[src/rtl/bus_arb_pkg.sv]
// Shared definitions for the round-robin system bus arbiter.
//
// Contents:
//   arb_state_t    - arbiter FSM state encoding (IDLE, GRANT, RELEASE)
//   ARB_N_REQ      - default number of bus masters
//   ARB_MAX_TENURE - default grant tenure (cycles) while another master waits
package bus_arb_pkg;

  typedef enum logic [1:0] {
    IDLE    = 2'd0,
    GRANT   = 2'd1,
    RELEASE = 2'd2
  } arb_state_t;

  localparam int ARB_N_REQ      = 4;
  localparam int ARB_MAX_TENURE = 16;

endpackage : bus_arb_pkg

[src/rtl/rr_priority_pick.sv]
// Round-robin priority picker (purely combinational).
//
// Finds the first set bit of req, scanning upward from position ptr with
// wrap-around modulo N.
//
// Ports:
//   req   [N-1:0]          - request vector, bit k belongs to master k
//   ptr   [$clog2(N)-1:0]  - position with highest priority this cycle
//   valid                  - at least one request bit is set
//   idx   [$clog2(N)-1:0]  - index of the winning request (0 when !valid)
module rr_priority_pick #(
  parameter int N = 4
) (
  input  logic [N-1:0]         req,
  input  logic [$clog2(N)-1:0] ptr,
  output logic                 valid,
  output logic [$clog2(N)-1:0] idx
);

  localparam int W = $clog2(N);
  localparam logic [W:0] NUM = (W+1)'(N);

  logic [N-1:0] rotated;
  logic [W-1:0] offset;
  logic [W:0]   sum;

  // Rotate the request vector so that position ptr lands on bit 0. The
  // index is folded back into range by one conditional subtract, which
  // also handles request counts that are not a power of two.
  always_comb begin
    rotated = '0;
    for (int j = 0; j < N; j++) begin
      int k;
      k = j + int'(ptr);
      if (k >= N) begin
        k = k - N;
      end
      rotated[j] = req[k];
    end
  end

  // Priority-encode the rotated vector; the lowest set bit wins, so the
  // loop runs downward and the last hit is kept.
  always_comb begin
    valid  = 1'b0;
    offset = '0;
    for (int j = N - 1; j >= 0; j--) begin
      if (rotated[j]) begin
        valid  = 1'b1;
        offset = W'(j);
      end
    end
  end

  // Rotate the winning offset back into absolute master numbering.
  always_comb begin
    sum = {1'b0, offset} + {1'b0, ptr};
    if (sum >= NUM) begin
      sum = sum - NUM;
    end
    idx = valid ? sum[W-1:0] : '0;
  end

endmodule : rr_priority_pick

[src/rtl/rr_bus_arbiter.sv]
// Round-robin bus arbiter with a bounded tenure under contention.
//
// A master keeps the bus while it holds its request. If another master is
// waiting, the owner is preempted after MAX_TENURE grant cycles. Every
// handover inserts one dead (RELEASE) cycle for bus turnaround. All outputs
// are registered; nothing on i_request reaches an output combinationally.
//
// Ports:
//   Clock       - rising-edge clock
//   Reset       - synchronous, active-high reset
//   i_request   - one request line per master
//   o_grant     - registered one-hot grant, or all-zero
//   o_grant_id  - index of the current owner, 0 when no grant is active
//   o_bus_busy  - high while in GRANT or RELEASE
//   o_preempt   - one-cycle pulse on a RELEASE cycle caused by tenure expiry
module rr_bus_arbiter
  import bus_arb_pkg::*;
#(
  parameter int N_REQ      = ARB_N_REQ,
  parameter int MAX_TENURE = ARB_MAX_TENURE
) (
  input  logic                     Clock,
  input  logic                     Reset,
  input  logic [N_REQ-1:0]         i_request,
  output logic [N_REQ-1:0]         o_grant,
  output logic [$clog2(N_REQ)-1:0] o_grant_id,
  output logic                     o_bus_busy,
  output logic                     o_preempt
);

  localparam int PTR_W = $clog2(N_REQ);
  localparam int TEN_W = $clog2(MAX_TENURE);
  localparam logic [TEN_W-1:0] TEN_LAST = TEN_W'(MAX_TENURE - 1);
  localparam logic [PTR_W-1:0] LAST_IDX = PTR_W'(N_REQ - 1);

  arb_state_t       state_q, state_d;
  logic [PTR_W-1:0] owner_q, owner_d;
  logic [PTR_W-1:0] ptr_q, ptr_d;
  logic [TEN_W-1:0] tenure_q, tenure_d;

  logic [N_REQ-1:0] grant_q, grant_d;
  logic [PTR_W-1:0] grantId_q, grantId_d;
  logic             busBusy_q, busBusy_d;
  logic             preempt_q, preempt_d;

  logic             pickValid;
  logic [PTR_W-1:0] pickIdx;
  logic [N_REQ-1:0] ownerMask;
  logic             ownerReq;
  logic             otherReq;
  logic [PTR_W-1:0] nextPtr;

  rr_priority_pick #(
    .N(N_REQ)
  ) u_pick (
    .req  (i_request),
    .ptr  (ptr_q),
    .valid(pickValid),
    .idx  (pickIdx)
  );

  assign ownerMask = N_REQ'(1) << owner_q;
  assign ownerReq  = |(i_request & ownerMask);
  assign otherReq  = |(i_request & ~ownerMask);
  assign nextPtr   = (owner_q == LAST_IDX) ? '0 : owner_q + 1'b1;

  // Next-state logic. The pointer only moves when a grant ends, so the
  // master that just released ends up at the lowest rotation priority.
  // A release by the owner dropping its request takes precedence over
  // tenure expiry, so that case never raises o_preempt.
  always_comb begin
    state_d   = state_q;
    owner_d   = owner_q;
    ptr_d     = ptr_q;
    tenure_d  = tenure_q;
    preempt_d = 1'b0;

    case (state_q)
      IDLE: begin
        if (pickValid) begin
          state_d  = GRANT;
          owner_d  = pickIdx;
          tenure_d = '0;
        end
      end

      GRANT: begin
        if (tenure_q != TEN_LAST) begin
          tenure_d = tenure_q + 1'b1;
        end
        if (!ownerReq) begin
          state_d = RELEASE;
          ptr_d   = nextPtr;
        end else if ((tenure_q == TEN_LAST) && otherReq) begin
          state_d   = RELEASE;
          ptr_d     = nextPtr;
          preempt_d = 1'b1;
        end
      end

      RELEASE: begin
        if (pickValid) begin
          state_d  = GRANT;
          owner_d  = pickIdx;
          tenure_d = '0;
        end else begin
          state_d = IDLE;
        end
      end

      default: begin
        state_d = IDLE;
      end
    endcase
  end

  // Outputs are decoded from the next state so they can be registered
  // alongside it and still appear in the cycle the state is entered.
  always_comb begin
    grant_d   = '0;
    grantId_d = '0;
    busBusy_d = (state_d != IDLE);
    if (state_d == GRANT) begin
      grant_d   = N_REQ'(1) << owner_d;
      grantId_d = owner_d;
    end
  end

  // State, arbitration and output registers with synchronous reset.
  always_ff @(posedge Clock) begin
    if (Reset) begin
      state_q   <= IDLE;
      owner_q   <= '0;
      ptr_q     <= '0;
      tenure_q  <= '0;
      grant_q   <= '0;
      grantId_q <= '0;
      busBusy_q <= 1'b0;
      preempt_q <= 1'b0;
    end else begin
      state_q   <= state_d;
      owner_q   <= owner_d;
      ptr_q     <= ptr_d;
      tenure_q  <= tenure_d;
      grant_q   <= grant_d;
      grantId_q <= grantId_d;
      busBusy_q <= busBusy_d;
      preempt_q <= preempt_d;
    end
  end

  assign o_grant    = grant_q;
  assign o_grant_id = grantId_q;
  assign o_bus_busy = busBusy_q;
  assign o_preempt  = preempt_q;

  // The pointer and owner are only ever loaded with in-range indices.
  ptrInRange: assert property (@(posedge Clock) disable iff (Reset)
    (int'(ptr_q) < N_REQ) && (int'(owner_q) < N_REQ));

endmodule : rr_bus_arbiter
[config.mk]
export PLATFORM = sky130hd
export DESIGN_NAME = rr_bus_arbiter
export DESIGN_NICKNAME = d
export VERILOG_FILES = /design/src/rtl/bus_arb_pkg.sv /design/src/rtl/rr_priority_pick.sv /design/src/rtl/rr_bus_arbiter.sv
export SDC_FILE = /design/constraint.sdc
export NUM_CORES = 1
export LEC_CHECK = 0
export CAP_MARGIN = 20
export CORE_AREA = 2 2 47 49
export CTS_CLUSTER_DIAMETER = 40
export DETAILED_ROUTE_END_ITERATION = 7
export DIE_AREA = 0 0 49 51
export PLACE_DENSITY = 0.74
export SLEW_MARGIN = 20
export SYNTH_ARGS = -nofsm -noshare
export SYNTH_HDL_FRONTEND = slang
export SYNTH_SLANG_ARGS = --single-unit
[constraint.sdc]
create_clock -name Clock -period 3.5 [get_ports Clock]
set_input_delay 0.525 -clock Clock [delete_from_list [all_inputs] [get_ports Clock]]
set_output_delay 0.525 -clock Clock [all_outputs]
set_load 0.005 [all_outputs]
==> metrics.txt <==
status completed; diode count 0; maximum VDD drop about 410 µV; CTS tree yes; Core Util, Final 0.5737; via count 885; critical path startpoint i_request[1]; r2r startpoint ptr_q[0]; Min-Delay Path Class flop to flop; clk slew on worst S/H paths 90 ps; Post-synth top flop dfxtp_1; Die Wd 49 µm; Routed WL 1915 µm; setup TNS 0 ps; Net Count, Synth 124; share of cells above drive strength 1 0.1094; Routed WL per cell 12.28 µm; Finish-stage setup viols 0; post-synthesis sequential area ratio 0.3673; drt first pass iters 5; Buffers on Ports 13; Pwr Density 442.2 nW/µm²; CP required 3720 ps; Mapped Avg Cell Area 8.758 µm²; Area Overhead vs Synth 20.66%; commonest non-fill, non-tap cells in the layout 18 x dfxtp_1, 13 x clkdlybuf4s50_1, 12 x nor2_1, 8 x a21oi_1, 8 x nand2_1; Synth Cell Area 980.9 µm²; number of synthesized register bits 18; worst skew pair latency 290 ps; Crit Path Class primary input to flop; Die H 51 µm; most common cell after layout, fill and taps aside dfxtp_1; largest cells by area after synthesis dfxtp_1 37%, ha_1 7.7%, nor2_1 4.6%, a21oi_1 4.1%, mux2i_1 4.1%; hold_sp tenure_q[1]; gr ovfl total 0; Worst Skew 4.295 ps; Post-synth EDFFs 0; Core ar. 2063 µm²; most area-hungry cell type in the Yosys netlist dfxtp_1; CP Capture Type flop; startpoint types primary input; remaining antenna violation count 0; Worst Tran Pin Value 438.2 ps; first-pass GRT wire length 3429 µm; Syn Inst Count between 100 and 150; Post-CTS Setup Bufs 0; final cycle utilization of the critical path 0.8619; CTS max path bufs 2; Leak Pwr approximately 0.45 nW; f_max 331.5 MHz; ys async rst share 0; DRC 0; nets@finish between 100 and 150; CTS H-tree lvls 1; post_cts resized 0; cts hold-fix bufs 0; io pins 14; initial antenna violation count 0; top cell type's share of synthesized area 0.3673; Yosys cell types 40; vias in the first global route roughly 790; CTS Sinks 18; Via-to-Cell Ratio ~5.7; Crit Path Max Fanout 4; Global Route Usage Sum 0.1762; fillers 197; Row Count 17; Worst slew margin 0.7070; Yosys warning count 0; Initial Util 0.4754; max-slew violations 0; number of buffers created by CTS 3; crit path DAT 3230 ps; largest net degree at the start of global routing 13; drt first-iter violations 36; Max Cap Viol 0; GPL Wtd Cong just under 0.8; Hold Fails Final Rpt 0; clock root buffer clkbuf_4; DIE AREA around 2500 µm²; RSZ-0062 raised after global routing no; Final HPWL DP 1495 µm; fin crit period 3017 ps
[power breakdown]
| group | leakage [nW] | switching [mW] | internal (mW) | total [mW] |
|---|---|---|---|---|
| Sequential | 0.147 | 0.0216 | 0.228 | 0.249 |
| Combinational | 0.278 | 0.0735 | 0.0779 | 0.151 |
| Clock | 0.0210 | 0.0595 | 0.0634 | 0.123 |
[cells by family (layout without fill, tap and decap cells)]
logic type	count (synthesis)	in the layout	synth area share
multiplexers	5	5	0.05230
AO/OA/AOI/OAI	21	21	0.1467
AND/OR/NAND/NOR	54	54	0.3112
XOR/XNOR	1	1	0.008930
flip-flops	18	18	0.3674
buffers and inverters	7	23	0.03700
adder cells (fa/ha/maj)	6	6	0.07653
[cell type report]
| class | instances | area (µm²) | share of cell area |
|---|---|---|---|
| sequential | 18 | 360.3 | 0.3044 |
| tap | 28 | 35.03 | 0.02960 |
| inverter | 2 | 7.507 | 0.006342 |
| timing repair buffer | 17 | 160.2 | 0.1353 |
| clock buffer | 4 | 36.28 | 0.03066 |
| multi-input combinational | 87 | 584.3 | 0.4937 |
[Yosys cell counts, drive strengths merged, types with 2 or more instances]
library cell and n:
o21ai 2, mux2i 4, nor2 12, nor2b 4
o2111ai 2, or2 2, inv 2, nand4b 2
a21oi 8, a211oi 2, or4 3, and2 4
nand2b 5, buf 3, nor3 3, nand3 3
dfxtp 18, clkbuf 2, o211ai 2, a22oi 2
ha 6, nand2 8
[final timing paths]
path | end | slack [ps] | depth (start not counted)
worst max-delay path | o_grant[1] | 480 | 10
worst min-delay path | tenure_q[1] | 480 | 2
worst max register to register | o_grant[1] | 690 | 8
worst min register to register | tenure_q[1] | 480 | 2
[layer usage]
metal | global-route usage | share of wire
met3 | 0.03509 | 0.063
met5 | 0 | 0
met1 | 0.2196 | 0.45
met2 | 0.2945 | 0.47
met4 | 0.08095 | 0.013
[flip-flops by register name (all words and copies together), names as in the netlist]
register	cells
o_bus_busy	1
o_grant	4
o_grant_id	2
o_preempt	1
owner_q	2
ptr_q	2
state_q	2
tenure_q	4
[critical path: stages]
cell and delay (ps):
clkdlybuf4s50_1 480, nor2_1 60, or4_2 540, o2111ai_1 120
ha_1 250, or3b_2 440, or4_1 400, o2111ai_1 110
nor2_1 110, a211oi_1 200
[per-stage QoR]
stage,std cells,hold slack (ps),setup WS [ps],instance area (µm²),power [mW]
6_report,156,483.6,483.5,1184,0.5234
5_1_grt,156,502.2,303.4,1184,0.5604
4_1_cts,156,491.7,473.4,1184,0.5272
3_5_place_dp,152,477.3,174.3,1147,0.4044
3_3_place_gp,152,457.5,222.6,1147,0.4003
2_1_floorplan,112,449.0,654.5,980.9,0.3503
No activity file was read; power rests on OpenSTA's default activity.
